File: config.mk
export PLATFORM = sky130hd
export DESIGN_NAME = ones_count_accum
export DESIGN_NICKNAME = d
export VERILOG_FILES = /design/src/rtl/ones_count_accum.sv
export SDC_FILE = /design/constraint.sdc
export NUM_CORES = 1
export LEC_CHECK = 0
export CORE_UTILIZATION = 47
export DETAILED_ROUTE_END_ITERATION = 7
export MAX_ROUTING_LAYER = met4
export PLACE_DENSITY = 0.81
export SETUP_SLACK_MARGIN = 0.3
export SKIP_CTS_REPAIR_TIMING = 1
export SYNTH_ARGS = -nofsm -noshare
export SYNTH_HDL_FRONTEND = slang
export SYNTH_SLANG_ARGS = --single-unit
File: constraint.sdc
create_clock -name clk -period 3 [get_ports clk]
set_input_delay 0.6 -clock clk [delete_from_list [all_inputs] [get_ports clk]]
set_output_delay 0.6 -clock clk [all_outputs]
set_load 0.005 [all_outputs]
File: src/rtl/ones_count_accum.sv
// Frame accumulator for 2-bit ones-count samples: sums FRAME_LEN valid samples,
// saturates at 2^SUM_W-1, and reports the total with a one-cycle done pulse.
module ones_count_accum #(
    parameter int FRAME_LEN = 8,
    parameter int SUM_W     = 5
) (
    input  logic             clk,
    input  logic             rst_n,
    input  logic             start,
    input  logic             in_valid,
    input  logic             y1,
    input  logic             y0,
    output logic             busy,
    output logic             done,
    output logic [SUM_W-1:0] sum,
    output logic             sat
);

    localparam int EXT_W = SUM_W + 1;
    localparam int CNT_W = (FRAME_LEN > 1) ? $clog2(FRAME_LEN) : 1;
    localparam logic [SUM_W-1:0] SUM_MAX  = '1;
    localparam logic [CNT_W-1:0] CNT_LAST = CNT_W'(FRAME_LEN - 1);

    typedef enum logic [1:0] {IDLE, ACCUM, DONE} state_t;

    state_t           state, state_nxt;
    logic             busy_nxt, done_nxt;
    logic [SUM_W-1:0] acc;
    logic [CNT_W-1:0] cnt;
    logic             sat_flag;
    logic             capture, last, frame_go;
    logic [SUM_W:0]   add_res;

    // Returns {overflow, clamped_sum}; the add is carried out one bit wider
    // so the overflow is visible before clamping.
    function automatic logic [SUM_W:0] sat_add(input logic [SUM_W-1:0] a,
                                               input logic [1:0]       s);
        logic [EXT_W-1:0] wide;
        wide = {1'b0, a} + EXT_W'(s);
        if (wide > {1'b0, SUM_MAX})
            return {1'b1, SUM_MAX};
        return wide;
    endfunction

    assign capture  = (state == ACCUM) && in_valid;
    assign last     = capture && (cnt == CNT_LAST);
    assign frame_go = start && ((state == IDLE) || (state == DONE));
    assign add_res  = sat_add(acc, {y1, y0});

    always_ff @(posedge clk or negedge rst_n) begin
        if (!rst_n)
            state <= IDLE;
        else
            state <= state_nxt;
    end

    always_comb begin
        state_nxt = state;
        case (state)
            IDLE:    if (start) state_nxt = ACCUM;
            ACCUM:   if (last)  state_nxt = DONE;
            DONE:    state_nxt = start ? ACCUM : IDLE;
            default: state_nxt = IDLE;
        endcase
    end

    // Flags are decoded from the next state so busy/done come straight from flops.
    always_comb begin
        busy_nxt = (state_nxt == ACCUM);
        done_nxt = (state_nxt == DONE);
    end

    always_ff @(posedge clk or negedge rst_n) begin
        if (!rst_n) begin
            busy <= 1'b0;
            done <= 1'b0;
        end else begin
            busy <= busy_nxt;
            done <= done_nxt;
        end
    end

    // Samples are only looked at under capture, so X on y1/y0 while idle or
    // in a gap never reaches the accumulator.
    always_ff @(posedge clk or negedge rst_n) begin
        if (!rst_n) begin
            acc      <= '0;
            cnt      <= '0;
            sat_flag <= 1'b0;
            sum      <= '0;
            sat      <= 1'b0;
        end else if (frame_go) begin
            acc      <= '0;
            cnt      <= '0;
            sat_flag <= 1'b0;
        end else if (capture) begin
            acc      <= add_res[SUM_W-1:0];
            sat_flag <= sat_flag | add_res[SUM_W];
            cnt      <= cnt + CNT_W'(1);
            if (last) begin
                sum <= add_res[SUM_W-1:0];
                sat <= sat_flag | add_res[SUM_W];
            end
        end
    end

endmodule

# After elaboration in Yosys (flattened, before gate mapping)
# Index checks and enable logic that the tools add are counted.
# Widths: inputs -> output; s select.
[classes]
add_sub_neg = 2
order_cmp = 1
eq_ne = 5
n_mux = 13
n_bitwise = 2
reduce_logical = 7
[ops]
columns = ["operator", "n"]
rows = [
  ["$mux 6", 2],
  ["$mux 5", 2],
  ["$add 5x2->6", 1],
  ["$gt 6x5->1 const B", 1],
  ["$mux 3", 2],
  ["$pmux 2 s3", 1],
  ["$eq 2x1->1 const B", 2],
  ["$eq 2x2->1 const B", 2],
  ["$mux 1", 4],
  ["$mux 2", 2],
  ["$add 3x1->3 const B", 1],
  ["$eq 3x3->1 const B", 1],
  ["$logic_and 1x1->1", 3],
  ["$reduce_and 3->1", 1],
  ["$logic_not 2->1", 1],
  ["$reduce_bool 2->1", 1],
  ["$logic_or 1x1->1", 1],
  ["$not 1->1", 1],
  ["$or 1x1->1", 1],
]
[totals]
ff_bits = 19
output_inout_bits = 8

# Longest topological paths before layout
[logic_depth]
ltp_word = 7
depth_mapped = 6
mapped_depth_nobuf = 6

# Worst setup path before layout
# OpenSTA, ideal clock, no wires.
[synth_timing]
kind = "input -> register"
startpoint = "in y0"
endpoint = "reg acc[4]"
setup_ps = 79
arrival_ps = 1693
required_time_ps = 2921
setup_slack_ps = 1227
cell_stages = 5
path_cell_list = "ha_1 -> fa_1 -> and4b_1 -> nand3_1 -> mux2i_1"
[synth_via]
elab_chain_cells = 6
[synth_lines]
columns = ["element", "line_no", "rtl"]
rows = [
  ["start: declaration", "12", "input logic y0,"],
  ["$add 5x2->6 *", "39", "wide = {1'b0, a} + EXT_W'(s);"],
  ["$gt 6x5->1", "40", "if (wide > {1'b0, SUM_MAX})"],
  ["$mux 1", "40", ""],
  ["$mux 6 *", "42", "return wide;"],
  ["$mux 5 *", "96", "end else if (capture) begin"],
  ["$mux 5 *", "92", "end else if (frame_go) begin"],
  ["end signal: assignment", "97", "acc <= add_res[SUM_W-1:0];"],
  ["end: declaration", "28", "logic [SUM_W-1:0] acc;"],
]
# Mark *: on every way between the ends. The rest lies on a longest branch, timed or not. The select of a mux whose other input is x is not followed.
# A chain may end at the register's enable or synchronous reset.

# Worst setup path in the final report
# Same ends and word-level chain as after synthesis.

==> key figures <==
Routing
  • Avg WL per Cell: 13.3 um
  • Pre-antenna DRT Iters: 4
  • Final routed DRC violation total: 0
  • Final ANT Viol Nets: 0
  • Final WL: 1630 um
  • DRC marker count from the first detailed-route iteration: 11
  • Routed via count: 646
  • Via density: 5.25

Job
  • Max cap viols: 0

Timing
  • Setup TNS: 0 ns
  • Worst slew margin: 44.5%
  • Setup violators final: 0
  • Final Hold Fails: 0
  • Setup ws final: 1.03 ns
  • Fmax: 508 MHz
  • Final Max Tran Viols: 0
  • RSZ-0062 raised after global routing: false
  • Fin crit share: 65.6%
  • Clock Skew: 0.00429 ns
  • Minimum clock period after layout: 1.97 ns
  • Worst-margin pin slew: 0.829 ns

Setup path
  • Crit path capture type: flip-flop
  • Critical-path top delay cell: fa_1
  • Crit path kind: in -> reg
  • Top delay family on crit path: adder cells
  • CP startpoint kind: input port
  • Req. time, crit path: 3.22 ns
  • Worst-path cell chain: clkdlybuf4s50_1 > ha_1 > fa_1 > and4b_1 > nand3_1 > mux2i_1
  • Max incr delay on CP: 0.42 ns
  • Critical path arrival: 2.19 ns
  • WP buf/inv: 1
  • CP Max Fanout: 3

Die
  • Die W: 45.8 um
  • Row Count: 15
  • Die footprint: 0.00209 mm^2
  • Num ports: 14
  • Initial Util: 51.0%
  • Placeable core region: 0.00176 mm^2
  • Die Height: 45.8 um

Logic synthesis
  • Flops & latches, synth: 19
  • Seq/Total Area, Yosys: 52.9%
  • Yosys warnings: 0
  • Synth Area per Inst: 10.8 um^2
  • Cell area after synthesis: 900 um^2
  • Syn Nets: 94
  • Synth unique cells: 26
  • Post-Syn Instances: 83

Layout
  • Share of layout cells above drive strength 1: 6.12%
  • Seq. cell area: 475 um^2
  • Nets: 110
  • Area grow syn2layout: 19.9%
  • # diodes: 0
  • FILL cells: 170
  • Area of the multi-input gates: 403 um^2

CTS
  • CTS H-tree depth: 1
  • Bufs on Longest Clock Path: 2
  • Num CTS Buffers: 3
  • Clock sinks: 19
  • Root buffer cell: clkbuf_4
  • Clock insertion delay at the later pin of the skew report: 0.30 ns
  • CTS tree: built
  • Clock-pin slew on the worst setup and hold paths: 0.10 ns

Global route
  • Vias in the first global route: 648
  • Total congestion overflow: 0
  • Global-route wire length before repair: 2780 um
  • GRT Util Overall: 19.7%
  • Initial antenna violation count: 0
  • Maximum number of pins on one net before global-route repair: 20

Power
  • Pwr dens: 861 mW/mm^2
  • VDD IR-drop max: 0.399 mV
  • Leakage: 0.534 nW

Placement
  • Final Wtd Congestion: 0.728
  • Final HPWL DP: 1230 um
  • Pre-CTS WS: 0.723 ns
  • Port Buf Inserts: 13

Min path
  • Hold Path Class: reg -> reg

Outcome
  • Outcome: completed
==> power by group <==
part,internal [W],switching [W],total (W),leakage (nW)
Combinational,0.000197,0.000170,0.000367,0.276
Clock,0.0000496,0.0000794,0.000129,0.0177
Sequential,0.000353,0.0000790,0.000432,0.239
==> flip-flops by register name, indices dropped and copies added (netlist names) <==
signal and cells:
cnt 3, busy 1, acc 5, state 2
sat_flag 1, sum 5, sat 1, done 1
==> routing by layer <==
metal,global-route usage [%],share of wire [%]
met1,25.3,47
met3,2.38,3.1
met2,32.0,50
met4,7.06,0.37
met5,-,0
==> worst paths after layout <==
check | start | to | slack (ns) | cells after the start
max in group asynchronous | rst_n | sat$_DFFE_PN0P_ | 1.72 | 1
worst max-delay path | y0 | acc[4]$_DFFE_PN0P_ | 1.03 | 6
worst min register to register | sum[3]$_DFFE_PN0P_ | sum[3]$_DFFE_PN0P_ | 0.49 | 2
worst max register to register | acc[0]$_DFFE_PN0P_ | acc[4]$_DFFE_PN0P_ | 1.36 | 5
worst min-delay path | sum[3]$_DFFE_PN0P_ | sum[3]$_DFFE_PN0P_ | 0.49 | 2
min in group asynchronous | rst_n | done$_DFF_PN0_ | 0.77 | 1
==> metrics by stage <==
stage | utilization [%] | hold slack, ns | cells | total power, W | cell area [um^2]
after global routing | 61.1 | 0.525 | 123 | 0.00101 | 1080
final | 61.1 | 0.485 | 123 | 0.000928 | 1080
after floorplan | - | 0.304 | 83 | 0.000652 | 900
after detailed placement | 59.6 | 0.467 | 119 | 0.000809 | 1050
after CTS | 61.1 | 0.493 | 123 | 0.000940 | 1080
after global placement | 59.6 | 0.463 | 119 | 0.000783 | 1050
==> cell usage in the layout, fill, tap and decap left out, types with 3 or more instances in the layout <==
cell	synthesis	routed
nor2_1	7	7
nand3_1	4	4
clkdlybuf4s50_1	0	13
clkbuf_4	0	3
nand2_1	6	6
a31oi_1	4	4
mux2i_1	3	3
a21oi_1	6	6
o21ai_0	7	7
xnor2_1	3	3
dfrtp_1	19	19
ha_1	4	4
==> worst reg2reg max path, stage by stage, from the launching register on <==
cell and delay (ns):
dfrtp_1 0.40, ha_1 0.21, fa_1 0.42, and4b_1 0.25, nand3_1 0.10, mux2i_1 0.18
==> cell usage after synthesis, drive strengths merged <==
cell    number  share of area (%)
xnor2        3                2.9
buf          2                1.1
ha           4                5.6
a31oi        4                2.8
and3         2                1.4
and4b        1                1.1
a21o         1               0.83
o31ai        1               0.83
inv          3                1.3
dfrtp       19                 53
fa           1                2.2
nand3        4                2.2
nor3b        1               0.83
nand2        6                2.5
nor2         7                2.9
and2b        1               0.83
nand4        1               0.70
nand3b       1               0.83
nand4b       1                2.6
and3b        1               0.97
a21oi        6                3.3
o21ai        7                3.9
nor2b        1               0.70
mux2i        3                3.3
nand2b       2                1.4
==> cell families (layout without fill, tap and decap cells) <==
kind of cell,count (synthesis),count (layout),synth area share (%)
mux,3,3,3.34
xor+xnor,3,3,2.92
buf+inv,5,20,2.36
fa+ha+maj,5,5,7.79
simple gates,29,29,19.1
compound gates,19,19,11.7
flops,19,19,52.9
==> area by class of cell <==
type / count / share of cell area, %
repair buffers: 13 / 12.1
flip-flops and latches: 19 / 44.1
well taps: 25 / 2.90
inverters: 3 / 1.04
clock inverters: 1 / 0.464
multi-input cells: 59 / 37.4
clock buffers: 3 / 2.09
Note: power is estimated with default switching activity, not from simulation.
